### config.mk
export PLATFORM = sky130hd
export DESIGN_NAME = dsp_simd_addsub_pipe
export DESIGN_NICKNAME = d
export VERILOG_FILES = /design/src/rtl/dsp_simd_pkg.sv /design/src/rtl/dsp_simd_lane.sv /design/src/rtl/dsp_simd_addsub_pipe.sv
export SDC_FILE = /design/constraint.sdc
export NUM_CORES = 1
export LEC_CHECK = 0
export CORE_MARGIN = 3
export CORE_UTILIZATION = 35
export CTS_BUF_LIST = sky130_fd_sc_hd__clkbuf_4
export DETAILED_ROUTE_END_ITERATION = 16
export GPL_TIMING_DRIVEN = 0
export SYNTH_ARGS = -nofsm -noshare
export SYNTH_HDL_FRONTEND = slang
export SYNTH_HIERARCHICAL = 1
export SYNTH_SLANG_ARGS = --single-unit
export TNS_END_PERCENT = 5
### constraint.sdc
create_clock -name clock -period 3.03 [get_ports clock]
set_input_delay 0.303 -clock clock [delete_from_list [all_inputs] [get_ports clock]]
set_output_delay 0.303 -clock clock [all_outputs]
set_load 0.02 [all_outputs]
### src/rtl/dsp_simd_pkg.sv
// Shared types and constants for the SIMD add/sub/accumulate pipeline.
// Lanes are carved out of a 48-bit DSP datapath.
package dsp_simd_pkg;

    typedef enum logic [1:0] {
        OP_ADD  = 2'b00,
        OP_SUB  = 2'b01,
        OP_ACC  = 2'b10,
        OP_LOAD = 2'b11
    } op_t;

    localparam int DSP_W = 48;

    // Bits of the 48-bit datapath available to each lane.
    function automatic int lane_slot(input int lanes);
        return DSP_W / lanes;
    endfunction

endpackage

### src/rtl/dsp_simd_lane.sv
// One SIMD lane: stage-1 arithmetic and the lane's private accumulator.
// Arithmetic is modulo 2^width, so there is no carry into or out of the lane.
module dsp_simd_lane
    import dsp_simd_pkg::*;
#(
    parameter int width = 24
) (
    input  logic             clock,
    input  logic             reset,
    input  logic             accept,
    input  logic [1:0]       op,
    input  logic [width-1:0] a,
    input  logic [width-1:0] b,
    output logic [width-1:0] r
);

    logic [width-1:0] acc;

    always_comb begin
        r = a;
        case (op_t'(op))
            OP_ADD:  r = a + b;
            OP_SUB:  r = a - b;
            OP_ACC:  r = acc + a;
            default: r = a;
        endcase
    end

    // accept is already qualified by in_ready, so a stalled or refused
    // transaction can never touch the accumulator.
    always_ff @(posedge clock or posedge reset) begin
        if (reset) begin
            acc <= '0;
        end else if (accept && (op_t'(op) == OP_ACC || op_t'(op) == OP_LOAD)) begin
            acc <= r;
        end
    end

endmodule

### src/rtl/dsp_simd_addsub_pipe.sv
// Pipelined SIMD add/sub/accumulate unit on a valid/ready stream.
// Stage 1 holds the lane results; later stages are pure delay, the last is y.
module dsp_simd_addsub_pipe
    import dsp_simd_pkg::*;
#(
    parameter int width   = 24,
    parameter int LANES   = 2,
    parameter int LATENCY = 2
) (
    input  logic                   clock,
    input  logic                   reset,
    input  logic                   in_valid,
    output logic                   in_ready,
    input  logic [1:0]             op,
    input  logic [LANES*width-1:0] a,
    input  logic [LANES*width-1:0] b,
    output logic                   out_valid,
    input  logic                   out_ready,
    output logic [LANES*width-1:0] y
);

    localparam bit LANES_OK = (LANES == 1) || (LANES == 2) || (LANES == 4);
    localparam bit WIDTH_OK = LANES_OK ? (width >= 1 && width <= lane_slot(LANES)) : 1'b0;
    localparam bit LAT_OK   = (LATENCY >= 1) && (LATENCY <= 3);

    generate
        if (!(LANES_OK && WIDTH_OK && LAT_OK)) begin : g_bad_cfg
            $error("dsp_simd_addsub_pipe: illegal width=%0d LANES=%0d LATENCY=%0d",
                   width, LANES, LATENCY);
        end
    endgenerate

    logic                                 stall;
    logic                                 accept;
    logic [LANES*width-1:0]               r_all;
    logic [LATENCY:1]                     vld_pipe;
    logic [LATENCY:1][LANES*width-1:0]    data_pipe;

    // The whole pipe moves as one; when out_valid is low nothing can stall.
    assign stall     = vld_pipe[LATENCY] & ~out_ready;
    assign in_ready  = ~stall;
    assign accept    = in_valid & in_ready;
    assign out_valid = vld_pipe[LATENCY];
    assign y         = data_pipe[LATENCY];

    for (genvar i = 0; i < LANES; i++) begin : g_lane
        dsp_simd_lane #(.width(width)) u_lane (
            .clock  (clock),
            .reset  (reset),
            .accept (accept),
            .op     (op),
            .a      (a[i*width +: width]),
            .b      (b[i*width +: width]),
            .r      (r_all[i*width +: width])
        );
    end

    always_ff @(posedge clock or posedge reset) begin
        if (reset) begin
            vld_pipe  <= '0;
            data_pipe <= '0;
        end else if (!stall) begin
            vld_pipe[1]  <= accept;
            data_pipe[1] <= r_all;
            for (int i = 2; i <= LATENCY; i++) begin
                vld_pipe[i]  <= vld_pipe[i-1];
                data_pipe[i] <= data_pipe[i-1];
            end
        end
    end

endmodule

==> summary.txt <==
Run status
  • Result of the run: complete, but fails checks
  • Violated checks: setup timing

STA
  • Portion of the clock cycle consumed by the worst path in the final layout: 1.15
  • Final setup TNS: -7.13 ns
  • Final clock skew: 0.0252 ns
  • Final worst slack: -0.443 ns
  • Total of endpoints with negative setup slack in the final report: 34
  • Max frequency: 0.288 GHz
  • Final count of hold timing violations: 0
  • Slew at the pin closest to its max-slew limit: 1.07 ns
  • RSZ-0062 raised after global routing: yes
  • Clock period minus final worst setup slack: 3.47 ns
  • Final Slew Violations: 0
  • Max-slew headroom at the worst pin: 0.286

Pwr
  • Part of the power in combinational logic: 0.499
  • Maximum resistive drop on vdd: 410 uV
  • Total power after layout: 0.00886 W
  • Int Pwr: 0.00549 W
  • Clock Power Share: 0.147
  • Static leakage: 6.22 nW
  • Cell Pwr Density: 608 nW/um2
  • Net switching power of the design: 0.00337 W
  • Sequential share of power: 0.354
  • Switching fraction of total power: 0.380

GRT
  • Overflow left after global routing: 0
  • Maximum number of pins on one net before global-route repair: 59
  • First-pass GRT wire length: 53600 um
  • Global routing usage summed across all routing layers: 0.202
  • Number of antenna violations at the first check in global routing: 0
  • Number of global-route vias before repair: 9856

Setup path
  • Crit path max fanout: 4
  • Cell occurring most often along the worst timing path: sky130_fd_sc_hd__nand2_2
  • CP endpoint kind: register
  • Element type at the critical path start: primary input
  • Required time worst endpoint: 3.48 ns
  • Critical path buffer and inverter count: 1
  • Cell Chain, Critical Path: buf_8 -> or4_4 -> nor4b_4 -> nand2_2 -> nor3_4 -> nand3_2 -> a32oi_1 -> o21ai_1 -> ha_2 -> a21o_1 -> nand2_2 -> nand2_2 -> a211oi_4 -> or2_4 -> o31ai_4 -> xnor2_2 -> o21ai_2 -> mux2_4
  • Delay of the slowest critical-path stage: 0.57 ns
  • R2r worst-path depth: 12
  • Data arrival time of the worst path: 3.92 ns
  • Max stage delay cell, worst path: sky130_fd_sc_hd__or4_4
  • Reg-to-Reg Start: g_lane[1].u_lane/acc[2]
  • Reg2Reg Setup Slack: -0.25 ns
  • Family with the most delay on the worst path: simple AND/OR/NAND/NOR gates
  • Crit Reg-Reg Endpoint: data_pipe[40]
  • Levels on crit path: 18
  • Worst Path Class, Setup: in2reg

CTS
  • Total clock sinks: 146
  • Clock buffer count from CTS: 17
  • Clock transition at the registers of the reported paths: 0.16 ns
  • Later-pin clock latency in the skew report: 0.57 ns
  • Clock tree from TritonCTS: built
  • Max clock buf depth: 2
  • Root cell of the clock tree: sky130_fd_sc_hd__clkbuf_4
  • Clock H-tree levels: 4
  • Hold-fix buffers, CTS: 0

Die
  • Die boundary width: 182 um
  • Number of standard-cell rows in the floorplan: 63
  • I/O pin cnt: 152
  • Effective utilization at floorplan: 0.360
  • Core outline area: 30000 um2
  • Height of the chip: 182 um
  • Area enclosed by the die boundary: 33100 um2

Synthesis
  • Number of flops mapped to enable cells by yosys: 0
  • Most used DFF post-synth: sky130_fd_sc_hd__dfrtp_1
  • Number of warnings issued by yosys: 6
  • Average size of a mapped cell: 9.07 um2
  • Synthesis-stage register bit count: 146
  • Async S/R FF share, synth: 1.00
  • Fraction of the yosys area taken by sequential cells: 0.337
  • Count of distinct cell types in the synthesized netlist: 70
  • Post-synthesis net count: 1364
  • Mapped cell area: 10800 um2
  • Cell count after synthesis: 1194

Flow run
  • Maximum capacitance violations: 0

Placement
  • Number of placed cells counting well taps: 1736
  • Count of buffers inserted at the top-level ports: 151
  • Cell area after placement: 12900 um2
  • Final weighted congestion of routability-driven global placement: 0.928
  • Final HPWL DP: 26400 um

Detailed routing
  • Total wire length: 34900 um
  • Pre-Repair DR Iteration Count: 5
  • Number of nets still failing antenna checks after routing: 0
  • Number of violations reported at the end of detailed-routing iteration 0: 679
  • Number of vias after detailed routing: 10100
  • Wire length per cell after detailed routing: 19.0 um
  • DRC violation count after routing: 0
  • Post-DR vias/cell: 5.53

Finish
  • Post-layout instance count excluding filler cells: 1833
  • Commonest cells after routing, fill and taps aside: sky130_fd_sc_hd__dfrtp_1 (146), sky130_fd_sc_hd__nand2_1 (130), sky130_fd_sc_hd__buf_4 (122)
  • Post-route standard cell area excluding fillers: 14600 um2
  • Share of cells above drive strength 1: 0.341
  • Most common library cell in the layout ignoring fill and taps: sky130_fd_sc_hd__dfrtp_1
  • Final standard cell utilization of the core: 0.486
  • # fillers: 2885
  • Final net count: 1600
  • Synthesis-to-finish area growth: 34.7%
  • Antenna fix cells: 0

Worst hold path
  • Path category of the worst min-delay check: in2async
[power groups by stage]
stage / Sequential [W] / Clock, W / Combinational [W]
CTS: 0.00314 / 0.00135 / 0.00425
global placement: 0.00317 / 0 / 0.00389
detailed placement: 0.00318 / 0 / 0.00394
finish: 0.00314 / 0.00130 / 0.00442
floorplan: 0.00298 / 0 / 0.00271
global route: 0.00322 / 0.00144 / 0.00477
[synthesized netlist by cell type (17+ instances only)]
cell type | number | share of area
sky130_fd_sc_hd__clkbuf_1 | 47 | 0.016
sky130_fd_sc_hd__a31oi_1 | 22 | 0.013
sky130_fd_sc_hd__a21oi_1 | 63 | 0.029
sky130_fd_sc_hd__o22ai_1 | 29 | 0.017
sky130_fd_sc_hd__a32oi_1 | 21 | 0.017
sky130_fd_sc_hd__a21o_1 | 18 | 0.012
sky130_fd_sc_hd__xnor2_1 | 24 | 0.019
sky130_fd_sc_hd__o21ai_0 | 90 | 0.042
sky130_fd_sc_hd__buf_4 | 51 | 0.035
sky130_fd_sc_hd__mux2_2 | 119 | 0.12
sky130_fd_sc_hd__nor2_1 | 53 | 0.018
sky130_fd_sc_hd__ha_1 | 66 | 0.076
sky130_fd_sc_hd__dfrtp_1 | 146 | 0.34
sky130_fd_sc_hd__nor3_1 | 25 | 0.012
sky130_fd_sc_hd__nand2_1 | 141 | 0.049
sky130_fd_sc_hd__inv_1 | 60 | 0.021
sky130_fd_sc_hd__xor2_1 | 17 | 0.014
[registers in the layout, summed over array words and instances (netlist names)]
register and cells:
data_pipe 48, g_lane.u_lane/acc 48, vld_pipe 2, y 48
[how the worst max path moves through the flow]
| stage | from | endpoint |
|---|---|---|
| 6_report | b[30] | data_pipe[46] |
| 5_1_grt | b[30] | data_pipe[46] |
| 4_1_cts | b[33] | data_pipe[46] |
| 3_5_place_dp | op[0] | data_pipe[46] |
| 3_3_place_gp | b[1] | g_lane[0].u_lane/acc[23] |
| 2_1_floorplan | b[31] | data_pipe[46] |
[metrics by stage]
stage | worst slack [ns] | hold WS [ns]
2_1_floorplan | -0.652 | 0.318
3_3_place_gp | -2.06 | 0.452
3_5_place_dp | -2.07 | 0.464
4_1_cts | -0.398 | 0.187
5_1_grt | -0.541 | 0.216
6_report | -0.443 | 0.224
[final cells by class]
class / count / area [um2] / area share
Timing Repair Buffer: 226 / 2100 / 0.144
Tap cell: 390 / 488 / 0.0335
Clock inverter: 15 / 165 / 0.0113
Sequential cell: 146 / 3650 / 0.251
Inverter: 62 / 253 / 0.0173
Multi-Input combinational cell: 875 / 7070 / 0.485
Clock buffer: 17 / 128 / 0.00875
Buffer: 102 / 728 / 0.0499
[cell families (layout without fill, tap and decap cells)]
family	Yosys count	in the layout	synth area share
AO/OA/AOI/OAI	326	326	0.191
AND/OR/NAND/NOR	306	306	0.134
buffers and inverters	173	422	0.0812
flip-flops	146	146	0.337
multiplexers	134	134	0.142
adder cells (fa/ha/maj)	68	68	0.0800
XOR/XNOR	41	41	0.0332
[worst register-to-register path, stage by stage, from the launching register on]
cell and delay [ns]:
sky130_fd_sc_hd__dfrtp_1 0.44, sky130_fd_sc_hd__a22oi_2 0.19, sky130_fd_sc_hd__o22ai_1 0.11, sky130_fd_sc_hd__ha_1 0.34
sky130_fd_sc_hd__nor2b_2 0.18, sky130_fd_sc_hd__o211ai_1 0.30, sky130_fd_sc_hd__a31oi_2 0.22, sky130_fd_sc_hd__buf_4 0.20
sky130_fd_sc_hd__a211o_4 0.36, sky130_fd_sc_hd__a41oi_1 0.26, sky130_fd_sc_hd__xor2_1 0.16, sky130_fd_sc_hd__o21ai_1 0.11
sky130_fd_sc_hd__mux2_2 0.30
[per-layer routing]
layer | track usage | up-vias | wire (um) | part of all wire
li1 | - | 4766 | - | -
met1 | 0.292 | 4986 | 16500 | 0.47
met2 | 0.318 | 336 | 15900 | 0.45
met3 | 0.0306 | 48 | 1780 | 0.051
met4 | 0.0484 | 0 | 780 | 0.022
met5 | 0 | - | 0 | 0
[repair_timing]
item	in CTS	in global routing
setup buffers	62	15
pin swaps	79	67
endpoints found under the setup margin	83	69
resized for setup	245	96
No activity file was read; power rests on OpenSTA's default activity.
